[config.mk]
export PLATFORM = sky130hd
export DESIGN_NAME = spi_wb_arbiter
export DESIGN_NICKNAME = d
export VERILOG_FILES = /design/src/rtl/spi_arb_pkg.sv /design/src/rtl/spi_wb_arb_wdog.sv /design/src/rtl/spi_wb_arbiter.sv
export SDC_FILE = /design/constraint.sdc
export NUM_CORES = 1
export LEC_CHECK = 0
export CAP_MARGIN = 20
export CORE_MARGIN = 1.5
export CORE_UTILIZATION = 28
export DETAILED_ROUTE_END_ITERATION = 12
export HOLD_SLACK_MARGIN = 0.08
export PLACE_DENSITY = 0.82
export REMOVE_ABC_BUFFERS = 1
export SETUP_SLACK_MARGIN = 0.2
export SLEW_MARGIN = 20
export SYNTH_ARGS = -nofsm -noshare
export SYNTH_HDL_FRONTEND = slang
export SYNTH_SLANG_ARGS = --single-unit
[constraint.sdc]
create_clock -name clk -period 1.4 [get_ports clk]
set_input_delay 0.28 -clock clk [delete_from_list [all_inputs] [get_ports clk]]
set_output_delay 0.28 -clock clk [all_outputs]
set_load 0.03 [all_outputs]
[src/rtl/spi_arb_pkg.sv]
// ---------------------------------------------------------------------------
// spi_arb_pkg
//
// Shared definitions for the two-master Wishbone arbiter in front of the
// simple_spi register port:
//   arb_state_t          - arbiter FSM encoding (ARB_IDLE / ARB_BUSY)
//   SPI_ARB_CNT_W        - width of the optional ack-timeout wait counter
//   SPI_ARB_TIMEOUT_DEF  - default TIMEOUT parameter value
//   SPI_REG_*            - simple_spi register offsets, for requesters/benches
// ---------------------------------------------------------------------------
package spi_arb_pkg;

    typedef enum logic {
        ARB_IDLE = 1'b0,
        ARB_BUSY = 1'b1
    } arb_state_t;

    localparam int SPI_ARB_CNT_W       = 8;
    localparam int SPI_ARB_TIMEOUT_DEF = 255;

    // simple_spi register map
    localparam logic [2:0] SPI_REG_SPCR = 3'd0;  // control
    localparam logic [2:0] SPI_REG_SPSR = 3'd1;  // status
    localparam logic [2:0] SPI_REG_SPDR = 3'd2;  // data
    localparam logic [2:0] SPI_REG_SPER = 3'd3;  // extensions
    localparam logic [2:0] SPI_REG_SSN  = 3'd4;  // slave select

endpackage

[src/rtl/spi_wb_arb_wdog.sv]
// ---------------------------------------------------------------------------
// spi_wb_arb_wdog
//
// Ack-timeout wait counter for spi_wb_arbiter. Only instantiated when the
// arbiter is built with SPI_WB_ARB_TIMEOUT_EN defined.
//
// The counter runs while the arbiter is BUSY and the owner strobes without
// an ack. When it reaches TIMEOUT, `expire` is high for that cycle and the
// counter clears on the next edge, so a strobe that stays up restarts the
// count from zero.
//
// Ports:
//   clk, rstn    - clock, asynchronous active-low reset
//   busy         - arbiter is in ARB_BUSY
//   stb          - owner's cyc & stb
//   ack          - target ack
//   expire       - wait count has reached TIMEOUT this cycle
// ---------------------------------------------------------------------------
module spi_wb_arb_wdog
    import spi_arb_pkg::*;
#(
    parameter int TIMEOUT = SPI_ARB_TIMEOUT_DEF
) (
    input  logic clk,
    input  logic rstn,
    input  logic busy,
    input  logic stb,
    input  logic ack,
    output logic expire
);

    localparam logic [SPI_ARB_CNT_W-1:0] LIMIT = SPI_ARB_CNT_W'(TIMEOUT);

    logic [SPI_ARB_CNT_W-1:0] cnt;

    assign expire = busy & stb & (cnt == LIMIT);

    always_ff @(posedge clk or negedge rstn) begin
        if (!rstn) begin
            cnt <= '0;
        end else if (!busy || !stb || ack || expire) begin
            cnt <= '0;
        end else begin
            cnt <= cnt + 1'b1;
        end
    end

endmodule

[src/rtl/spi_wb_arbiter.sv]
// ---------------------------------------------------------------------------
// spi_wb_arbiter
//
// Round-robin arbiter that lets two Wishbone masters share the single
// simple_spi register port. Master 0 is the AHB-to-Wishbone bridge, master 1
// an on-chip requester (boot loader / DMA). Arbitration happens per Wishbone
// cycle: the grant is held for as long as the owner keeps cyc high, so a
// multi-register SPI sequence cannot be interleaved with the other master.
//
// Handshake: a master requests by raising cyc; a transfer is offered while
// cyc & stb are high and completes in the cycle the target returns ack.
// Only the owner's cyc/stb reach the target, and ack/read data are routed
// back to the owner only. The non-owner just waits (ack/err/rty/dat = 0).
//
// Optional build macro: SPI_WB_ARB_TIMEOUT_EN adds an ack-timeout watchdog
// (spi_wb_arb_wdog). On expiry the owner gets a one-cycle err and t_stb_o
// is dropped for that cycle. Without the macro err outputs are tied to 0
// and TIMEOUT has no effect.
//
// Parameters: AW address width, DW data width, TIMEOUT ack wait (1..255).
// Ports:
//   clk, rstn                      - clock, asynchronous active-low reset
//   m0_* / m1_*                    - Wishbone slave ports for masters 0 and 1
//   t_*                            - Wishbone master port to the SPI core
//   gnt_o                          - one-hot current owner, 00 when idle
// ---------------------------------------------------------------------------
module spi_wb_arbiter
    import spi_arb_pkg::*;
#(
    parameter int AW      = 3,
    parameter int DW      = 8,
    parameter int TIMEOUT = SPI_ARB_TIMEOUT_DEF
) (
    input  logic          clk,
    input  logic          rstn,

    input  logic          m0_cyc_i,
    input  logic          m0_stb_i,
    input  logic          m0_we_i,
    input  logic [AW-1:0] m0_adr_i,
    input  logic [DW-1:0] m0_dat_i,
    output logic [DW-1:0] m0_dat_o,
    output logic          m0_ack_o,
    output logic          m0_err_o,
    output logic          m0_rty_o,

    input  logic          m1_cyc_i,
    input  logic          m1_stb_i,
    input  logic          m1_we_i,
    input  logic [AW-1:0] m1_adr_i,
    input  logic [DW-1:0] m1_dat_i,
    output logic [DW-1:0] m1_dat_o,
    output logic          m1_ack_o,
    output logic          m1_err_o,
    output logic          m1_rty_o,

    output logic          t_cyc_o,
    output logic          t_stb_o,
    output logic          t_we_o,
    output logic [AW-1:0] t_adr_o,
    output logic [DW-1:0] t_dat_o,
    input  logic [DW-1:0] t_dat_i,
    input  logic          t_ack_i,

    output logic [1:0]    gnt_o
);

    arb_state_t state;
    logic       owner;   // 0 = master 0, 1 = master 1
    logic       last;    // owner of the most recently finished cycle

    logic          busy;
    logic          own_cyc;
    logic          own_stb;
    logic          own_we;
    logic [AW-1:0] own_adr;
    logic [DW-1:0] own_dat;
    logic          pick;
    logic          wd_expire;

    assign busy = (state == ARB_BUSY);

    always_comb begin
        own_cyc = owner ? m1_cyc_i : m0_cyc_i;
        own_stb = owner ? m1_stb_i : m0_stb_i;
        own_we  = owner ? m1_we_i  : m0_we_i;
        own_adr = owner ? m1_adr_i : m0_adr_i;
        own_dat = owner ? m1_dat_i : m0_dat_i;
    end

    // On a tie the master that did not own the previous cycle wins.
    assign pick = (m0_cyc_i & m1_cyc_i) ? ~last : m1_cyc_i;

    // FSM: state, owner, last and the registered grant vector.
    always_ff @(posedge clk or negedge rstn) begin
        if (!rstn) begin
            state <= ARB_IDLE;
            owner <= 1'b0;
            last  <= 1'b1;
            gnt_o <= 2'b00;
        end else begin
            case (state)
                ARB_IDLE: begin
                    if (m0_cyc_i || m1_cyc_i) begin
                        state <= ARB_BUSY;
                        owner <= pick;
                        gnt_o <= pick ? 2'b10 : 2'b01;
                    end
                end
                ARB_BUSY: begin
                    if (!own_cyc) begin
                        state <= ARB_IDLE;
                        last  <= owner;
                        gnt_o <= 2'b00;
                    end
                end
                default: begin
                    state <= ARB_IDLE;
                    gnt_o <= 2'b00;
                end
            endcase
        end
    end

`ifdef SPI_WB_ARB_TIMEOUT_EN
    spi_wb_arb_wdog #(
        .TIMEOUT (TIMEOUT)
    ) u_wdog (
        .clk    (clk),
        .rstn   (rstn),
        .busy   (busy),
        .stb    (own_cyc & own_stb),
        .ack    (t_ack_i),
        .expire (wd_expire)
    );
    // A late ack in the expiry cycle takes precedence over the error.
    assign m0_err_o = busy & ~owner & wd_expire & ~t_ack_i;
    assign m1_err_o = busy &  owner & wd_expire & ~t_ack_i;
`else
    assign wd_expire = 1'b0;
    assign m0_err_o  = 1'b0;
    assign m1_err_o  = 1'b0;
`endif

    // Target side: combinational from the owner, all zero while idle. Since
    // `busy` comes straight from an async-reset flop, reset kills the
    // target cycle without waiting for a clock edge.
    assign t_cyc_o = busy & own_cyc;
    assign t_stb_o = busy & own_cyc & own_stb & ~wd_expire;
    assign t_we_o  = busy & own_we;
    assign t_adr_o = busy ? own_adr : '0;
    assign t_dat_o = busy ? own_dat : '0;

    // Return path: ack and read data go to the owner only.
    assign m0_ack_o = busy & ~owner & t_ack_i;
    assign m1_ack_o = busy &  owner & t_ack_i;
    assign m0_dat_o = m0_ack_o ? t_dat_i : '0;
    assign m1_dat_o = m1_ack_o ? t_dat_i : '0;

    assign m0_rty_o = 1'b0;
    assign m1_rty_o = 1'b0;

endmodule

==> results.md <==
### Outcome
* run status: complete, but fails checks
* failing checks: negative setup slack

### Logic synthesis
* top-area cell type share of the netlist area: 17.1%
* cell accounting for the most synthesized area: sky130_fd_sc_hd__mux2i_1
* Post-synth EDFFs: 0
* total standard cell area after synthesis: 703 um^2
* Async S/R FF share, synth: 100%
* gate count after technology mapping: 94
* most numerous cell in the Yosys netlist: sky130_fd_sc_hd__nor2_1
* Synth warnings: 0
* ys flop type: sky130_fd_sc_hd__dfrtp_1
* cells taking the most area after synthesis: sky130_fd_sc_hd__mux2i_1, sky130_fd_sc_hd__dfrtp_1, sky130_fd_sc_hd__nor2b_1
* Netlist cell types: 26
* Post-Syn Area per Cell: 7.48 um^2
* number of synthesized register bits: 5
* list of most frequent post-synthesis cells: sky130_fd_sc_hd__nor2_1, sky130_fd_sc_hd__nor2b_1, sky130_fd_sc_hd__nand2_1
* portion of the post-synthesis area used by sequential elements: 18.0%

### Detailed routing
* Pre-Repair DR Iteration Count: 4
* final routed DRC violation total: 0
* Via density: 4.53
* number of nets with antenna violations after routing: 0
* DR vias: 905
* Detailed Route WL: 2.72 mm
* routed length per instance: 13.6 um
* Initial DRC Count: 10

### Placement
* Detailed Place HPWL: 2.07 mm
* Port Buffers: 72
* Routability Congestion: 0.783

### Finish
* nets@finish: 212
* diodes inserted: 0
* filler instances: 176
* proportion of layout cells with a drive suffix above 1: 35.5%
* area overhead of the layout relative to synthesis: 111%
* final cell utilization of the core: 64.5%

### Timing
* Max Clk Rate: 610 MHz
* Post-Route Setup TNS: -5.08 ns
* Hold Vio Cnt, Final: 0
* final worst path period need: 1.64 ns
* RSZ-0062 raised after global routing: yes
* Final Slew Violations: 0
* count of endpoints failing setup in the final report: 32
* final worst clock skew: 0.00177 ns
* final worst path period share: 117%
* Setup WS post-layout: -0.240 ns

### Global route
* vias in the first global route: 781
* initial antenna violation count: 0
* wire length of the first global-routing pass: 3.51 mm
* Remaining Overflow, GRT: 0
* largest net degree at the start of global routing: 20
* global routing usage summed across all routing layers: 17.0%

### Worst hold path
* Hold/Removal Path Class: input port to async pin

### Worst setup path
* CP Max Fanout: 9
* path type of the worst setup path: flop to output pin
* R2R setup slack: 0.29 ns
* capture instance of the worst register-to-register path: gnt_o[0]
* data required time of the critical path: 1.12 ns
* Critical Path Start Type: flop
* worst endpoint data arrival time: 1.36 ns
* kind of end point of the critical path: output pin
* worst reg2reg path startpoint: owner
* depth of the worst register-to-register path: 3

### Clock network
* number of H-tree branching levels: 1
* hold buffers post-CTS: 0
* clock latency of the later-clocked register in the worst-skew pair: 0.24 ns
* clock-pin slew on the worst setup and hold paths: 0.05 ns
* number of CTS-inserted buffers: 3
* number of clock sinks: 5
* TritonCTS clock tree: done
* CTS Root Buffer Type: sky130_fd_sc_hd__clkbuf_4
* CTS max path bufs: 2

### Pwr
* total power divided by cell area: 1350 nW/um^2
* largest voltage drop on the vdd net: 0.824 mV
* static power due to leakage: 0.000721 uW

### Floorplanning
* standard cell core area: 2300 um^2
* Die Wd: 53.1 um
* # rows: 17
* Die Outline Area: 2820 um^2
* starting density of the core: 30.6%
* Die Y-Extent: 53.1 um
* number of ports placed on the die boundary: 77

### Run
* reported max-cap violation count: 0

worst max-delay path, stage by stage (launching register included):
cell	delay, ns
sky130_fd_sc_hd__dfrtp_2	0.47
sky130_fd_sc_hd__clkbuf_16	0.20
sky130_fd_sc_hd__nand2_4	0.10
sky130_fd_sc_hd__nor2_1	0.16
sky130_fd_sc_hd__buf_4	0.18
layer usage:
metal / routed length (um) / share of wire (%) / vias to the layer above / GRT usage (%)
met5: 0 / 0 / - / 0
met1: 1000 / 37 / 407 / 17.7
li1: - / - / 449 / -
met2: 1410 / 52 / 45 / 31.0
met4: 55 / 2.0 / 0 / 9.40
met3: 254 / 9.3 / 4 / 3.67
worst max path at each step:
stage | from | endpoint | slack [ns]
5_1_grt | owner | m1_dat_o[3] | -0.30
6_report | owner | m1_dat_o[3] | -0.24
2_1_floorplan | owner | m0_dat_o[3] | -0.38
4_1_cts | owner | t_dat_o[2] | -0.22
3_3_place_gp | m0_cyc_i | t_stb_o | -0.19
3_5_place_dp | t_ack_i | m1_dat_o[2] | -0.23
state kept, by name, indices dropped and copies added (netlist names):
signal and flops:
busy 1, owner 1, gnt_o 2, last 1
layout make-up:
cell class              instances  area [um^2]  share of cell area (%)
flip-flops and latches          5          128                    8.61
clock buffers                   4         26.3                    1.77
multi-input cells              79          542                    36.6
repair buffers                 81          739                    49.9
inverters                       3         11.3                   0.760
well taps                      28         35.0                    2.36
where the power goes:
part | internal [uW] | switching, uW
clock network | 108 | 61.8
logic | 716 | 837
registers | 210 | 72.7
total | 1030 | 971
layout by cell type, fill, tap and decap left out, drive strengths merged:
| master | netlist | routed |
|---|---|---|
| buf | 10 | 42 |
| clkdlybuf4s50 | 0 | 35 |
| nor2 | 21 | 21 |
| nor2b | 14 | 14 |
| nand2 | 14 | 14 |
| mux2i | 13 | 13 |
| clkbuf | 0 | 5 |
| conb | 1 | 4 |
| dfrtp | 4 | 4 |
| dlygate4sd2 | 0 | 3 |
| inv | 3 | 3 |
| o211ai | 2 | 2 |
| a21oi | 2 | 2 |
| nand2b | 2 | 2 |
| o21ai | 2 | 2 |
| nand3 | 1 | 1 |
| nand3b | 1 | 1 |
| a21boi | 1 | 1 |
| a22oi | 1 | 1 |
| a211o | 1 | 1 |
| dfstp | 1 | 1 |
stage by stage:
stage | hold WS, ns | area (um^2) | setup WS, ns | total power, uW | std cells
final | 0.261 | 1480 | -0.240 | 2010 | 200
after global routing | 0.276 | 1480 | -0.302 | 2130 | 200
after CTS | 0.261 | 1410 | -0.216 | 1890 | 199
after detailed placement | 0.505 | 1380 | -0.231 | 1710 | 194
after global placement | 0.496 | 1380 | -0.185 | 1690 | 194
after floorplan | -0.0156 | 637 | -0.378 | 1130 | 87
kinds of logic after synthesis:
group,synth area share [%]
compound gates,11.0
other cells,0.533
mux,20.3
flops,18.0
buf+inv,12.6
simple gates,37.5
what timing repair did:
action                     CTS  global route
gates resized for setup     16            12
hold endpoints to repair     0             0
setup endpoints to repair   37            32
cloned                       0             1
buffers inserted             1             0
pin swaps                    0             1
Power figures use the tool's default switching activity.
